===== config.mk =====
export PLATFORM = sky130hd
export DESIGN_NAME = montador_linha
export DESIGN_NICKNAME = d
export VERILOG_FILES = /design/src/rtl/montador_pkg.sv /design/src/rtl/montador_linha.sv
export SDC_FILE = /design/constraint.sdc
export NUM_CORES = 1
export LEC_CHECK = 0
export CAP_MARGIN = 20
export CELL_PAD_IN_SITES_DETAIL_PLACEMENT = 1
export CELL_PAD_IN_SITES_GLOBAL_PLACEMENT = 1
export CORE_AREA = 2 2 276 278
export CTS_CLUSTER_DIAMETER = 150
export CTS_CLUSTER_SIZE = 28
export DETAILED_ROUTE_END_ITERATION = 8
export DIE_AREA = 0 0 278 280
export DONT_BUFFER_PORTS = 1
export PLACE_DENSITY = 0.79
export SLEW_MARGIN = 10
export SYNTH_ARGS = -nofsm -noshare
export SYNTH_HDL_FRONTEND = slang
export SYNTH_SLANG_ARGS = --single-unit

===== constraint.sdc =====
create_clock -name clk -period 3.25 [get_ports clk]
set_input_delay 0.1625 -clock clk [delete_from_list [all_inputs] [get_ports clk]]
set_output_delay 0.1625 -clock clk [all_outputs]
set_load 0.005 [all_outputs]

===== src/rtl/montador_pkg.sv =====
// Shared constants and helpers for the line assembler (montador_linha).
package montador_pkg;

  localparam int LARGURA_PALAVRA    = 32;
  localparam int PALAVRAS_POR_LINHA = 16;
  localparam int LARGURA_LINHA      = 512;
  localparam int NUM_ENDERECOS      = 4;

  localparam int LARGURA_CONTADOR = $clog2(PALAVRAS_POR_LINHA);
  localparam int LARGURA_ENDERECO = $clog2(NUM_ENDERECOS);
  localparam int LARGURA_MONTAGEM = LARGURA_LINHA - LARGURA_PALAVRA;

  typedef logic [LARGURA_CONTADOR-1:0] contador_t;
  typedef logic [LARGURA_ENDERECO-1:0] endereco_t;

  localparam contador_t ULTIMA_PALAVRA = contador_t'(PALAVRAS_POR_LINHA - 1);

  // Top bit of beat k inside a line; beat 0 sits in the most significant slot.
  function automatic logic [8:0] base_palavra(input contador_t k);
    return 9'(LARGURA_LINHA - 1 - LARGURA_PALAVRA * int'(k));
  endfunction

endpackage


===== src/rtl/montador_linha.sv =====
// Assembles 16 32-bit beats into a 512-bit cache line with a 2-bit slot tag.
// Optional partial-line flush is compiled in with `define MONTADOR_FLUSH_EN.
module montador_linha
  import montador_pkg::*;
(
  input  logic                       clk,
  input  logic                       reset,
  input  logic [LARGURA_PALAVRA-1:0] palavra,
  input  logic                       palavra_valida,
  output logic                       palavra_pronta,
  input  logic                       flush,
  output logic [LARGURA_LINHA-1:0]   linha_cache,
  output logic [LARGURA_ENDERECO-1:0] endereco,
  output logic                       linha_valida,
  input  logic                       linha_pronta
);

  contador_t                   contador;
  logic [LARGURA_MONTAGEM-1:0] montagem;
  endereco_t                   slot;
  logic                        aceita;
  logic                        saida_livre;
  logic                        carrega;
  logic                        flush_efetivo;
  logic                        flush_pendente;
  logic [LARGURA_LINHA-1:0]    linha_nova;

  assign saida_livre    = !linha_valida || linha_pronta;
  assign palavra_pronta = !(((contador == ULTIMA_PALAVRA) || flush_pendente) && !saida_livre);
  assign aceita         = palavra_valida && palavra_pronta;

`ifdef MONTADOR_FLUSH_EN
  // A flush only matters when there is something to emit, either already
  // assembled or arriving this very cycle; it waits until the output is free.
  assign flush_efetivo = flush_pendente || (flush && ((contador != '0) || aceita));

  always_ff @(posedge clk) begin
    if (!reset) flush_pendente <= 1'b0;
    else        flush_pendente <= flush_efetivo && !carrega;
  end
`else
  logic unused_flush;
  assign unused_flush   = flush;
  assign flush_pendente = 1'b0;
  assign flush_efetivo  = 1'b0;
`endif

  assign carrega = (aceita && (contador == ULTIMA_PALAVRA)) || (flush_efetivo && saida_livre);

  // Candidate line: assembled beats plus the beat accepted now; unfilled
  // beats are zero because the assembly register is cleared on every load.
  always_comb begin
    linha_nova = {montagem, {LARGURA_PALAVRA{1'b0}}};
    if (aceita) linha_nova[base_palavra(contador) -: LARGURA_PALAVRA] = palavra;
  end

  always_ff @(posedge clk) begin
    if (!reset) begin
      contador     <= '0;
      montagem     <= '0;
      slot         <= '0;
      linha_cache  <= '0;
      endereco     <= '0;
      linha_valida <= 1'b0;
    end else if (carrega) begin
      linha_cache  <= linha_nova;
      endereco     <= slot;
      slot         <= slot + 1'b1;
      linha_valida <= 1'b1;
      montagem     <= '0;
      contador     <= '0;
    end else begin
      if (linha_valida && linha_pronta) linha_valida <= 1'b0;
      if (aceita) begin
        montagem <= linha_nova[LARGURA_LINHA-1:LARGURA_PALAVRA];
        contador <= contador + 1'b1;
      end
    end
  end

endmodule


* Word level (Yosys, flattened, before mapping) *
Index checks and enable logic that the tools add are counted.

cells by class
  add/sub/neg operators = 4
  multiply operators = 0
  divide/modulo/power cells = 0
  $lt $le $gt $ge = 0
  equality and inequality tests = 1
  shifts and indexed selects = 2
  muxes and demuxes = 4
  bitwise logic cells = 1
  reductions and logical operators = 10

operators with widths
  operator                   count
  $shift 32x11->543 const A  1
  $shiftx 32x11->543         1
  $bwmux 512                 1
  $mux 512                   1
  $neg 9->11                 1
  $sub 9x9->9 const A        1
  $add 4x1->4 const B        1
  $eq 4x4->1 const B         1
  $logic_and 1x1->1          4
  $logic_not 1->1            3
  $add 2x1->2 const B        1
  $mux 1                     2
  $reduce_bool 2->1          1
  $reduce_or 2->1            1
  $logic_or 1x1->1           1
  $not 1->1                  1

storage, ports and cells
  flip-flop bits (word level) = 1001
  latch bits = 0
  memory bits (writable) = 0
  memory bits (read-only) = 0
  bits of input ports = 37
  output and inout bits = 516
  word-level logic and storage cells = 28
  memories = 0

* Longest topological paths before layout *
Gate-level depths: netlist of the first run.

  depth after elaboration = 8
  gate-level depth with buffers = 11
  depth with buffers taken out = 6

* Worst setup path before layout of the first run *
Ideal clock, no wire load.

  kind = reg-to-reg
  start point = register contador[0]
  end point = register linha_cache[418]
  library setup time = 116 ps
  arrival = 2151 ps
  path slack = 983 ps
  cell stages (with the launch flop) = 12
  buffers on the path = 5
  clock period less this slack = 2267 ps
  cells stage by stage = dfxtp_1 -> buf_2 -> buf_2 -> buf_2 -> inv_1 -> ha_1 -> and4bb_2 -> buf_2 -> buf_4 -> mux2i_1 -> nand2_1 -> o211a_1

on the way
  longest elaborated chain between the ends = 5
  elaborated cells on any way between the ends = 11
  those cells by class = add/sub: 2; eq/ne: 1; shift: 2; mux: 2; reduce/logical: 4

RTL lines
  element                                                 line                                                            text
  from (decl)                                             montador_linha.sv:18                                            contador_t contador;
  from (signal assigned)                                  montador_linha.sv:76                                            contador <= contador + 1'b1;
  $sub 9x9->9 / $eq 4x4->1 (equally long branches)        montador_pkg.sv:20, montador_linha.sv:29, montador_linha.sv:48
  $neg 9->11 / $logic_and 1x1->1 (equally long branches)  montador_linha.sv:54, montador_linha.sv:29
  $shiftx 32x11->543, or another cell as far along        montador_linha.sv:54                                            if (aceita) linha_nova[base_palavra(contador) -: LARGURA_PALAVRA] = palavra;
  $bwmux 512 / $logic_and 1x1->1 (equally long branches)  montador_linha.sv:54, montador_linha.sv:30
  $mux 512 / $logic_and 1x1->1 (equally long branches)    montador_linha.sv:54, montador_linha.sv:48
  to (signal assigned)                                    montador_linha.sv:66                                            linha_cache <= linha_nova;
  to (decl)                                               montador_linha.sv:12                                            output logic [LARGURA_LINHA-1:0] linha_cache,

Several ways; a longest one is shown, not always the timed one.
A chain may end at the register's enable or synchronous reset.

* Worst setup path after layout of the first run *
  start point = register contador[0]
  end point = register linha_cache[217]

The elaborated chain is that of the path after synthesis.

==> results of run 1 <==
[area by class of cell]
| cell class | count | area (sq um) |
|---|---|---|
| clock buffers | 42 | 1030 |
| clock inverters | 1 | 8.758 |
| well taps | 978 | 1224 |
| fillers | 8017 | 34350 |
| diodes | 48 | 120.1 |
| multi-input cells | 2176 | 14500 |
| flip-flops and latches | 1001 | 20050 |
| repair buffers | 371 | 3904 |
| inverters | 3 | 11.26 |
[report_power, final]
part           total [mW]  switching [mW]  internal, mW
clock network        6.16            3.86          2.30
logic               0.945           0.683         0.262
registers            12.3          0.0275          12.3
[per-layer routing]
metal | vias to the layer above | routed length [microns] | global-route usage [%]
met5 | - | 154 | 0
met4 | 24 | 8601 | 20.11
met3 | 375 | 11370 | 10.26
met2 | 1034 | 62660 | 54.22
met1 | 14102 | 51620 | 38.22
li1 | 12314 | - | -
[synthesized netlist by cell type (65+ instances only)]
cell / n / share of area (%)
dfxtp_1: 1001 / 55
nor2_1: 483 / 5.0
mux2i_1: 384 / 11
nand2_1: 359 / 3.7
o211a_1: 288 / 7.9
buf_2: 141 / 1.9
a21oi_1: 129 / 1.8
o21ai_0: 112 / 1.5
a22oi_1: 96 / 2.0
clkbuf_1: 95 / 0.98
nand3_1: 66 / 0.91
and3b_1: 65 / 1.6
[flip-flops by register name (all words and copies together) (netlist names)]
register and flops:
slot 2, montagem 480, linha_valida 1, contador 4, endereco 2, linha_cache 512
[cell families after synthesis]
group	Yosys count
fa+ha+maj	6
xor+xnor	4
simple gates	1038
flops	1001
compound gates	744
buf+inv	324
mux	384
[repair_timing]
| action | in CTS | in global routing |
|---|---|---|
| gates resized for setup | 0 | 3 |
| endpoints found under the setup margin | 0 | 37 |
| endpoints found under the hold margin | 711 | 0 |
| hold buffers | 312 | 0 |
[critical path: stages (launching register included)]
cell	delay [ns]
dfxtp_4	0.51
ha_1	0.35
and3_4	0.27
and3_4	0.28
buf_12	0.20
buf_12	0.37
nand2_1	0.16
o211a_1	0.18
dlygate4sd3_1	0.56
[final timing paths]
check | slack [ns] | endpoint | cells after the start | startpoint
max | 0.13 | linha_cache[217] | 8 | contador[0]
min | 0.03 | montagem[12] | 3 | palavra[12]
max reg2reg | 0.13 | linha_cache[217] | 8 | contador[0]
min reg2reg | 0.48 | linha_cache[157] | 2 | montagem[125]
[per-stage QoR]
step	power, mW	utilization (%)	instance area (sq um)	cells
6_report	19.44	54.31	40840	4620
3_3_place_gp	13.29	48.58	36530	4217
3_5_place_dp	13.32	48.58	36530	4217
2_1_floorplan	13.20	-	36460	3501
4_1_cts	19.44	54.14	40710	4572
5_1_grt	19.95	54.26	40800	4605
==> impl_metrics.toml, run 1 <==
[run_status]
status = "completed"

[finish]
final_common_cell = "dfxtp_1"
drive_gt1_share_pct = 4.174
area_growth_pct = 12.03
nets = 3637
final_cell_mix = "999 x dfxtp_1, 483 x nor2_1, 384 x mux2i_1"

[power]
p_per_area_mw_per_mm2 = 476.1
power.leakage_nw = 17.92
ir_worst_vdd_mv = 0.3923

[cts]
clk_pin_slew_ns = 0.12
postCtsSetupRepairBufs = 0
cts_buffers = 41
cts_max_level = 2
root_buffer = "clkbuf_16"
clk_latency_ns = 0.63
cts_tree = "done"
cts.path.max_buffers = 3
cts_sinks = 1001

[logic_synthesis]
syn_avg_cell_area_sq_um = 10.41
syn_nets = 3544
synth_xor_area_share_pct = 0.09610
synth_top_family_by_area = "compound AO/OA/AOI/OAI gates"
muxShareOfSynthArea_pct = 10.54
synth_cells = 3501
synth_fa_ha_area_share_pct = 0.2059
syn_area_sq_mm = 0.03645
synth_compound_area_share_pct = 15.66
yosysUniqueCellTypes = 49
synth_edf_count = 0
yosys.area_share.simple_pct = 13.15
ys_seq_elements = 1001
ys.warnings.count = 0
synthFlopType = "dfxtp_1"
yosysSeqAreaShare_pct = 54.97
async_flop_share_pct = 0

[critical_path]
worstPathArrival_ns = 3.64
startpoint_type = "register"
required_ns = 3.76
critical_path.endpoint_type = "register"
path_class = "register to register"
crit_fanout = 110

[timing]
slew_headroom_pct = 18.70
worst_slew_pin_slew_ns = 1.219
fmax_mhz = 320.4
fin_skew_ns = 0.03055
finalCritPeriodShare_pct = 96.02
layout_setup_ws_ns = 0.1293
finalSetupViolations = 0
rsz0062_at_grt = "no"
final_max_slew_viol_count = 0
hold_violations = 0
hold_slack_ns = 0.03415
period_minus_slack_ns = 3.121
finalSetupTns_ns = 0

[job]
cap_viol_max_count = 0

[hold_path]
hold_class = "input pin to register"

[place]
dp_slack_ns = 0.6630
numPortBuffers = 0
dp_hpwl_microns = 72910
place.gp.congestion = 0.7954

[floorplanning]
die_area_sq_mm = 0.07784
die_w_microns = 278
rows = 101
pin_count = 553
initial_core_util_pct = 48.48
core_area_sq_mm = 0.07519
die_h_microns = 280

[global_routing]
grt.overflow.total = 0
grt_pass1_wl_microns = 193400
grtUsageTotal_pct = 33.19
antenna_found_initial = 41
first_global_vias = 28949
grt_max_degree = 278

[drt]
vias = 27849
viasPerCell = 6.028
drc = 0
firstDrtPassIters = 6
drt_iter0_drc = 1829
postRouteWirelength_microns = 134400
wl_per_cell_microns = 29.09
final_antenna_net_count = 0
Note: power is estimated with default switching activity, not from simulation.
==> run 2, diff against run 1 <==
- BUFFER_PORTS_ARGS: not set -> -buffer_cell sky130_fd_sc_hd__buf_2
- CORE_AREA: 2 2 276 278 -> 2 2 291 293
- DIE_AREA: 0 0 278 280 -> 0 0 293 295
- DONT_BUFFER_PORTS: 1 -> not set
- PLACE_DENSITY: 0.79 -> 0.8
==> run 2 against run 1 <==
Against the previous run:
- final cell count rose by 7.0%
- register-to-register slack improved by 0.53 ns
- sequential share of layout area up 0.099 points
- design area shrank 0.20%
- largest cell class unchanged
==> impl_metrics.toml, run 2 (synthesis gave the netlist of run 1 again) <==
[run_status]
status = "completed"

[floorplanning]
die_h_microns = 295
die_area_sq_mm = 0.08644
pin_count = 553
die_w_microns = 293
initial_core_util_pct = 43.84
core_area_sq_mm = 0.08316
rows = 106

[global_routing]
grt_max_degree = 136
antenna_found_initial = 22
grtUsageTotal_pct = 26.17
grt.overflow.total = 0
first_global_vias = 27176
grt_pass1_wl_microns = 172100

[cts]
cts_buffers = 41
cts_tree = "done"
cts.path.max_buffers = 3
clk_latency_ns = 0.61
cts_max_level = 2
cts_sinks = 1001
ctsResizeCount = 0
root_buffer = "clkbuf_16"
clk_pin_slew_ns = 0.11

[drt]
wl_per_cell_microns = 23.79
postRouteWirelength_microns = 117600
vias = 27270
firstDrtPassIters = 5
drc = 0
viasPerCell = 5.518
final_antenna_net_count = 0
drt_iter0_drc = 1670

[finish]
nets = 3899
n_fill_cell = 9340
largest_reg_flops = 512
top_register = "linha_cache"
final_core_util_pct = 49.01
area_growth_pct = 11.80
top_regs = "linha_cache x512, montagem x480, contador x4"
final_cell_mix = "999 x dfxtp_1, 550 x buf_2, 483 x nor2_1"
final_common_cell = "dfxtp_1"
drive_gt1_share_pct = 18.70

[critical_path]
reg2reg_from = "contador[0]"
startpoint_type = "register"
path_cells = "ha_1 -> ha_1 -> nand2_2 -> or2_2 -> buf_4 -> nand3_1 -> a21boi_0"
path_class = "register to register"
worstPathArrival_ns = 3.12
crit_start = "contador[0]"
required_ns = 3.79
cpMostUsedCell = "ha_1"
critPathSlowestCell = "or2_2"
critPathBufInv = 1
slowest_delay_ns = 0.75
critical-path-top-delay-family = "simple AND/OR/NAND/NOR gates"
critical_path.endpoint_type = "register"
crit_fanout = 43
r2r_setup_slack_ns = 0.66

[job]
cap_viol_max_count = 0

[power]
total_power_mw = 19.44
power.leakage_nw = 19.42
p_per_area_mw_per_mm2 = 477.0
ir_worst_vdd_mv = 0.3576

[hold_path]
hold_class = "input pin to register"
worstHoldStart = "palavra[31]"

[place]
numPortBuffers = 551
place.gp.congestion = 0.7784
dp_hpwl_microns = 78180

[timing]
slew_headroom_pct = 35.63
hold_violations = 0
period_minus_slack_ns = 2.588
finalSetupViolations = 0
fmax_mhz = 386.4
fin_skew_ns = 0.01999
finalSetupTns_ns = 0
worst_slew_pin_slew_ns = 0.9655
rsz0062_at_grt = "no"
final_max_slew_viol_count = 0
finalCritPeriodShare_pct = 79.62
## run 2: changes by cell type in the layout (fill, tap and decap cells not counted), moves of 2 or more
cell	previous run	this run
buf_4	32	47
buf_12	25	33
buf_6	2	0
buf_2	0	550
dlygate4sd3_1	311	2
diode_2	48	6
## run 2: final cells by class
| cell class | instances | area [sq um] | share of cell area (%) |
|---|---|---|---|
| inverter | 3 | 11.26 | 0.02763 |
| sequential | 1001 | 20050 | 49.19 |
| timing repair buffer | 633 | 3801 | 9.326 |
| clock inverter | 1 | 8.758 | 0.02149 |
| clock buffer | 42 | 1030 | 2.527 |
| tap | 1080 | 1351 | 3.316 |
| multi-input combinational | 2176 | 14490 | 35.56 |
| antenna | 6 | 15.01 | 0.03684 |
## run 2: repair_timing
| action | in CTS | in global routing |
|---|---|---|
| endpoints found under the hold margin | 53 | 0 |
| buffers inserted | 0 | 0 |
| endpoints found under the setup margin | 0 | 0 |
| hold buffers | 2 | 0 |
## run 2: worst register-to-register path, delay by kind of cell (launching register included)
family                   cells  cell delay (ns)
AO/OA/AOI/OAI                1             0.15
AND/OR/NAND/NOR              3             1.01
adder cells (fa/ha/maj)      2             0.56
buffers and inverters        1             0.41
flip-flops                   1             0.38
## run 2: worst paths after layout
path | end | cells after the start
worst max-delay path | linha_cache[384] | 7
worst min-delay path | linha_cache[31] | 2
worst max register to register | linha_cache[384] | 7
worst min register to register | linha_cache[156] | 2
## run 2: report_power, final
group          leakage (nW)  internal (mW)  switching [mW]
Clock                 0.511           2.30            3.77
Sequential             8.06           12.3          0.0157
Combinational          10.8          0.272           0.771
Total                  19.4           14.9            4.56
## run 2: metrics by stage
step                      hold WS [ns]  setup WS [ns]  std cells  area [sq um]
after floorplan                 0.2880         0.9829       3501         36460
after global placement          0.4397         0.7575       4891         39680
after detailed placement        0.4472         0.6872       4891         39680
after CTS                      0.01773         0.6524       4936         40740
after global routing           0.01063         0.3845       4937         40740
final                          0.05240         0.6623       4942         40760
## run 2: metal layers
metal	part of all wire (%)	GRT usage [%]	routed length, microns
met5	0.032	0	38
met2	47	43.88	55440
met4	3.4	8.543	3995
met3	7.2	5.390	8505
met1	42	33.70	49610
